===== config.mk =====
export PLATFORM = sky130hd
export DESIGN_NAME = spi_cmd_rx
export DESIGN_NICKNAME = d
export VERILOG_FILES = /design/src/rtl/spi_cmd_rx.sv
export SDC_FILE = /design/constraint.sdc
export NUM_CORES = 1
export LEC_CHECK = 0
export CELL_PAD_IN_SITES_DETAIL_PLACEMENT = 1
export CELL_PAD_IN_SITES_GLOBAL_PLACEMENT = 1
export CORE_ASPECT_RATIO = 1.5
export CORE_MARGIN = 2
export CORE_UTILIZATION = 40
export CTS_BUF_LIST = sky130_fd_sc_hd__clkbuf_8
export CTS_CLUSTER_DIAMETER = 40
export DETAILED_ROUTE_END_ITERATION = 8
export HOLD_SLACK_MARGIN = 0.15
export MAX_ROUTING_LAYER = met4
export PLACE_DENSITY_LB_ADDON = 0.1
export REMOVE_ABC_BUFFERS = 1
export SYNTH_ARGS = -nofsm -noshare
export SYNTH_HDL_FRONTEND = slang
export SYNTH_SLANG_ARGS = --single-unit

===== constraint.sdc =====
create_clock -name clk -period 2.8 [get_ports clk]
set_input_delay 0.7 -clock clk [delete_from_list [all_inputs] [get_ports clk]]
set_output_delay 0.7 -clock clk [all_outputs]
set_load 0.01 [all_outputs]

===== src/rtl/spi_cmd_rx.sv =====
// SPI mode-0 slave that receives 16-bit command frames and holds the waveform generator config.
// SPI pins are oversampled in the clk domain; a status word is returned on miso.
module spi_cmd_rx #(
  parameter int         SYNC_STAGES  = 2,
  parameter logic [3:0]  DEFAULT_SEL  = 4'd0,
  parameter logic [11:0] DEFAULT_STEP = 12'd1,
  parameter logic [7:0]  DEFAULT_AMP  = 8'd255
) (
  input  logic        clk,
  input  logic        rst_n,
  input  logic        sclk,
  input  logic        cs_n,
  input  logic        mosi,
  output logic        miso,
  output logic [3:0]  selector,
  output logic [11:0] phase_step,
  output logic [7:0]  amplitude,
  output logic        cfg_update,
  output logic        frame_err,
  output logic [7:0]  frame_count
);

  // IDLE: wait for armed cs_n low | SHIFT: clock bits in/out | DECODE: apply frame (1 clk)
  typedef enum logic [1:0] {IDLE, SHIFT, DECODE} state_t;

  state_t state, state_next;

  logic [1:0]             rst_pipe;
  logic                   rst_sync_n;
  logic [SYNC_STAGES-1:0] sclk_pipe, cs_pipe, mosi_pipe;
  logic                   sclk_s, cs_s, mosi_s, sclk_prev;
  logic                   sclk_rise, sclk_fall;
  logic                   armed;
  logic [4:0]             bit_cnt;
  logic [15:0]            rx, tx;

  always_ff @(posedge clk or negedge rst_n) begin
    if (!rst_n) rst_pipe <= '0;
    else        rst_pipe <= {rst_pipe[0], 1'b1};
  end
  assign rst_sync_n = rst_pipe[1];

  // cs_n sync resets low so a frame already in progress at reset release never looks like a start
  always_ff @(posedge clk or negedge rst_sync_n) begin
    if (!rst_sync_n) begin
      sclk_pipe <= '0;
      cs_pipe   <= '0;
      mosi_pipe <= '0;
      sclk_prev <= 1'b0;
    end else begin
      sclk_pipe <= {sclk_pipe[SYNC_STAGES-2:0], sclk};
      cs_pipe   <= {cs_pipe[SYNC_STAGES-2:0], cs_n};
      mosi_pipe <= {mosi_pipe[SYNC_STAGES-2:0], mosi};
      sclk_prev <= sclk_s;
    end
  end

  assign sclk_s    = sclk_pipe[SYNC_STAGES-1];
  assign cs_s      = cs_pipe[SYNC_STAGES-1];
  assign mosi_s    = mosi_pipe[SYNC_STAGES-1];
  assign sclk_rise = sclk_s & ~sclk_prev;
  assign sclk_fall = ~sclk_s & sclk_prev;

  always_ff @(posedge clk or negedge rst_sync_n) begin
    if (!rst_sync_n) state <= IDLE;
    else             state <= state_next;
  end

  always_comb begin
    state_next = state;
    case (state)
      IDLE:    if (armed && !cs_s) state_next = SHIFT;
      SHIFT:   if (cs_s)           state_next = DECODE;
      DECODE:                      state_next = IDLE;
      default:                     state_next = IDLE;
    endcase
  end

  always_ff @(posedge clk or negedge rst_sync_n) begin
    if (!rst_sync_n) begin
      armed       <= 1'b0;
      bit_cnt     <= '0;
      rx          <= '0;
      tx          <= '0;
      selector    <= DEFAULT_SEL;
      phase_step  <= DEFAULT_STEP;
      amplitude   <= DEFAULT_AMP;
      cfg_update  <= 1'b0;
      frame_err   <= 1'b0;
      frame_count <= '0;
    end else begin
      cfg_update <= 1'b0;
      frame_err  <= 1'b0;

      if (state == IDLE && state_next == SHIFT) armed <= 1'b0;
      else if (cs_s)                             armed <= 1'b1;

      case (state)
        IDLE: begin
          if (state_next == SHIFT) begin
            bit_cnt <= '0;
            rx      <= '0;
            tx      <= {4'hA, selector, frame_count};
          end
        end
        SHIFT: begin
          // an sclk edge coincident with cs_n release is dropped
          if (!cs_s) begin
            if (sclk_rise) begin
              rx <= {rx[14:0], mosi_s};
              if (bit_cnt != 5'd17) bit_cnt <= bit_cnt + 5'd1;
            end
            if (sclk_fall) tx <= {tx[14:0], 1'b0};
          end
        end
        DECODE: begin
          if (bit_cnt == 5'd16) begin
            case (rx[15:12])
              4'h0: frame_count <= frame_count + 8'd1;
              4'h1: begin
                selector    <= rx[3:0];
                cfg_update  <= 1'b1;
                frame_count <= frame_count + 8'd1;
              end
              4'h2: begin
                phase_step  <= rx[11:0];
                cfg_update  <= 1'b1;
                frame_count <= frame_count + 8'd1;
              end
              4'h3: begin
                amplitude   <= rx[7:0];
                cfg_update  <= 1'b1;
                frame_count <= frame_count + 8'd1;
              end
              4'hF: begin
                selector    <= DEFAULT_SEL;
                phase_step  <= DEFAULT_STEP;
                amplitude   <= DEFAULT_AMP;
                cfg_update  <= 1'b1;
                frame_count <= frame_count + 8'd1;
              end
              default: frame_err <= 1'b1;
            endcase
          end else begin
            frame_err <= 1'b1;
          end
        end
        default: ;
      endcase
    end
  end

  assign miso = (state == SHIFT) & tx[15];

endmodule


==> results.txt <==
Clock root buffer master -> clkbuf_8
Most frequent cells in the layout -> 73 x dfrtp_1, 55 x nand2_1, 39 x clkdlybuf4s50_1
Clock power share -> 0.403
#FFs+latches synth -> 83
Reg2reg start -> bit_cnt[0]
Commonest non-fill, non-tap cell in the layout -> dfrtp_1
Min Tclk post-route -> 2.43 ns
Switching pwr -> 592 uW
Count of final max-slew check failures -> 0
Status -> completed
Worst path required time -> 2.10 ns
Post-CTS Resized -> 0
Post-CTS Setup Repair Bufs -> 0
Peak Freq -> 412 MHz
Routed wire per std cell -> 16.0 um
Vias in the first global route -> 2564
Final hold vios -> 0
Power per cell area -> 608 nW/um^2
Cells after Synth -> 311
Worst slack, placed -> 0.757 ns
Crit Path Max Fanout -> 9
CP Data Arrival Time -> 1.73 ns
Fin crit share -> 0.867
Fin worst setup slack -> 0.372 ns
CP Capture Point -> miso
Worst setup EP type -> primary output
Critical Path Source -> state[0]
CP Class -> reg2out
Share of layout cells above drive strength 1 -> 0.152
Ports -> 40
R2r worst-path depth -> 7
LEAKAGE -> 0.00184 uW
Area growth syn-to-layout -> 21.2%
DP HPWL -> 5120 um
Antenna Diode Count -> 0
Starting DRT DRC Count -> 102
Post-DRT Antenna Nets -> 0
Via count -> 2420
Die Span Y -> 118 um
Switching Share -> 0.232
CTS H-tree depth -> 3
Routability cong. -> 0.770
Initial antenna violation count -> 0
Number of max-cap violations -> 0
Synthesized area per cell -> 11.2 um^2
Seq pwr share -> 0.524
Clock Skews -> 0.00540 ns
Min-Delay Path Class -> reg2async
TritonCTS clock tree -> yes
Final Setup Violations -> 0
DRT Pass-1 Iters -> 4
Core Area -> 8410 um^2
Post-detailed-route via-to-cell ratio -> 5.23
Unrepaired setup endpoints after global routing -> no
Clk slew on worst S/H paths -> 0.08 ns
PortBufs -> 39
Setup slack, reg-to-reg -> 0.81 ns
FF-to-FF End -> amplitude[0]
Startpoint types -> flop
Synth warnings -> 0
DIE AREA -> 9450 um^2
# rows -> 41
Gr ovfl total -> 0
Initial core utilization -> 0.412
Worst skew pair latency -> 0.35 ns
Sequential area share after synthesis -> 0.602
Max transition margin -> 0.512
Slew @ Worst Pin -> 0.723 ns
Drt total wl -> 7390 um
Die X -> 80.0 um
Synthesized cell area -> 3470 um^2
Overall Global Routing Usage -> 0.179
Longest Clk Path Bufs -> 2
Synth unique cells -> 45
Hold-fix buffers, CTS -> 0
Comb pwr share -> 0.073
Setup_tns -> 0 ns
Largest net degree at the start of global routing -> 39
CTS buffer count -> 9
Remaining DRCs -> 0
Int Pwr -> 1960 uW
Final nets -> 360
Max IR drop VDD -> 0.249 mV
Clock sink total -> 83
First-pass GRT wire length -> 12900 um
==> power groups by stage <==
| stage | clock, uW | sequential [uW] | combinational [uW] |
|---|---|---|---|
| finish | 1030 | 1340 | 187 |
| global route | 1100 | 1350 | 218 |
| CTS | 1060 | 1340 | 192 |
| detailed placement | 0 | 1360 | 191 |
| global placement | 0 | 1360 | 182 |
| floorplan | 0 | 1350 | 121 |
==> through the flow <==
stage	power (uW)	instances	util	area [um^2]	hold slack [ns]
floorplan	1470	293	-	3370	0.331
global placement	1540	447	0.471	3960	0.316
detailed placement	1560	447	0.471	3960	0.315
CTS	2590	463	0.500	4210	0.322
global route	2670	463	0.500	4210	0.342
finish	2560	463	0.500	4210	0.303
==> how the worst min path moves through the flow <==
| stage | start | endpoint | depth (start not counted) |
|---|---|---|---|
| 2_1_floorplan | cs_pipe[0] | cs_pipe[1] | 0 |
| 3_3_place_gp | rst_pipe[1] | sclk_pipe[0] | 0 |
| 3_5_place_dp | rst_pipe[1] | phase_step[9] | 0 |
| 4_1_cts | rst_pipe[1] | phase_step[10] | 0 |
| 5_1_grt | rst_pipe[1] | rx[10] | 0 |
| 6_report | rst_pipe[1] | rx[10] | 0 |
==> critical path, stage by stage, from the launching register on <==
cell             delay [ns]
dfrtp_1                0.48
nor2b_1                0.22
and2_1                 0.15
clkdlybuf4s50_1        0.52
==> registers in the layout, indices dropped and copies added (netlist names) <==
name         count
amplitude        8
rx              16
mosi_pipe        2
tx              16
state            2
phase_step      12
frame_count      8
cfg_update       1
sclk_pipe        2
bit_cnt          5
frame_err        1
armed            1
selector         4
rst_pipe         2
sclk_prev        1
cs_pipe          2
==> cell usage after synthesis (all sizes together) <==
| cell | count | area [um^2] |
|---|---|---|
| a31oi | 13 | 81.3 |
| and4bb | 1 | 12.5 |
| dfstp | 9 | 236 |
| nor2b | 3 | 18.8 |
| xor2 | 4 | 35.0 |
| or4 | 1 | 7.51 |
| nor3 | 2 | 10.0 |
| a22o | 16 | 140 |
| o21ai | 25 | 125 |
| and2 | 4 | 25.0 |
| ha | 4 | 50.1 |
| and2b | 1 | 7.51 |
| nor2 | 18 | 67.6 |
| a31o | 1 | 8.76 |
| and3 | 4 | 25.0 |
| and3b | 2 | 17.5 |
| nor4b | 2 | 32.5 |
| mux2 | 10 | 116 |
| nand4bb | 1 | 11.3 |
| o21a | 2 | 15.0 |
| o211a | 1 | 10.0 |
| inv | 5 | 18.8 |
| nand4 | 2 | 12.5 |
| nand3 | 6 | 30.0 |
| o211ai | 1 | 7.51 |
| and4 | 3 | 26.3 |
| nand2 | 55 | 206 |
| a21oi | 2 | 10.0 |
| conb | 1 | 3.75 |
| nand2b | 2 | 15.0 |
| nor4bb | 1 | 10.0 |
| buf | 14 | 78.8 |
| o2111ai | 3 | 26.3 |
| or2 | 8 | 50.1 |
| clkbuf | 4 | 16.3 |
| xnor2 | 6 | 52.6 |
| dfrtp | 74 | 1850 |
==> layer usage <==
layer / vias to the layer above / track usage / wire length (um)
met5: - / - / 0
met4: 0 / 0.0858 / 177
met3: 14 / 0.0230 / 142
met2: 35 / 0.287 / 3820
met1: 1222 / 0.221 / 3250
li1: 1149 / - / -
==> area by class of cell <==
class	instances	area [um^2]
Multi-Input combinational cell	205	1270
Tap cell	107	134
Clock inverter	6	105
Inverter	5	18.8
Sequential cell	83	2090
Timing Repair Buffer	47	450
Clock buffer	10	138
Fill cell	912	4210
==> kinds of logic (layout without fill, tap and decap cells) <==
| kind of cell | count (synthesis) | count (layout) | share of synthesized area |
|---|---|---|---|
| AND/OR/NAND/NOR | 116 | 116 | 0.169 |
| flip-flops | 83 | 83 | 0.602 |
| AO/OA/AOI/OAI | 64 | 64 | 0.122 |
| buffers and inverters | 23 | 68 | 0.0328 |
| XOR/XNOR | 10 | 10 | 0.0252 |
| multiplexers | 10 | 10 | 0.0335 |
| adder cells (fa/ha/maj) | 4 | 4 | 0.0144 |
| other | 1 | 1 | 0.00108 |
Note: power is estimated with default switching activity, not from simulation.
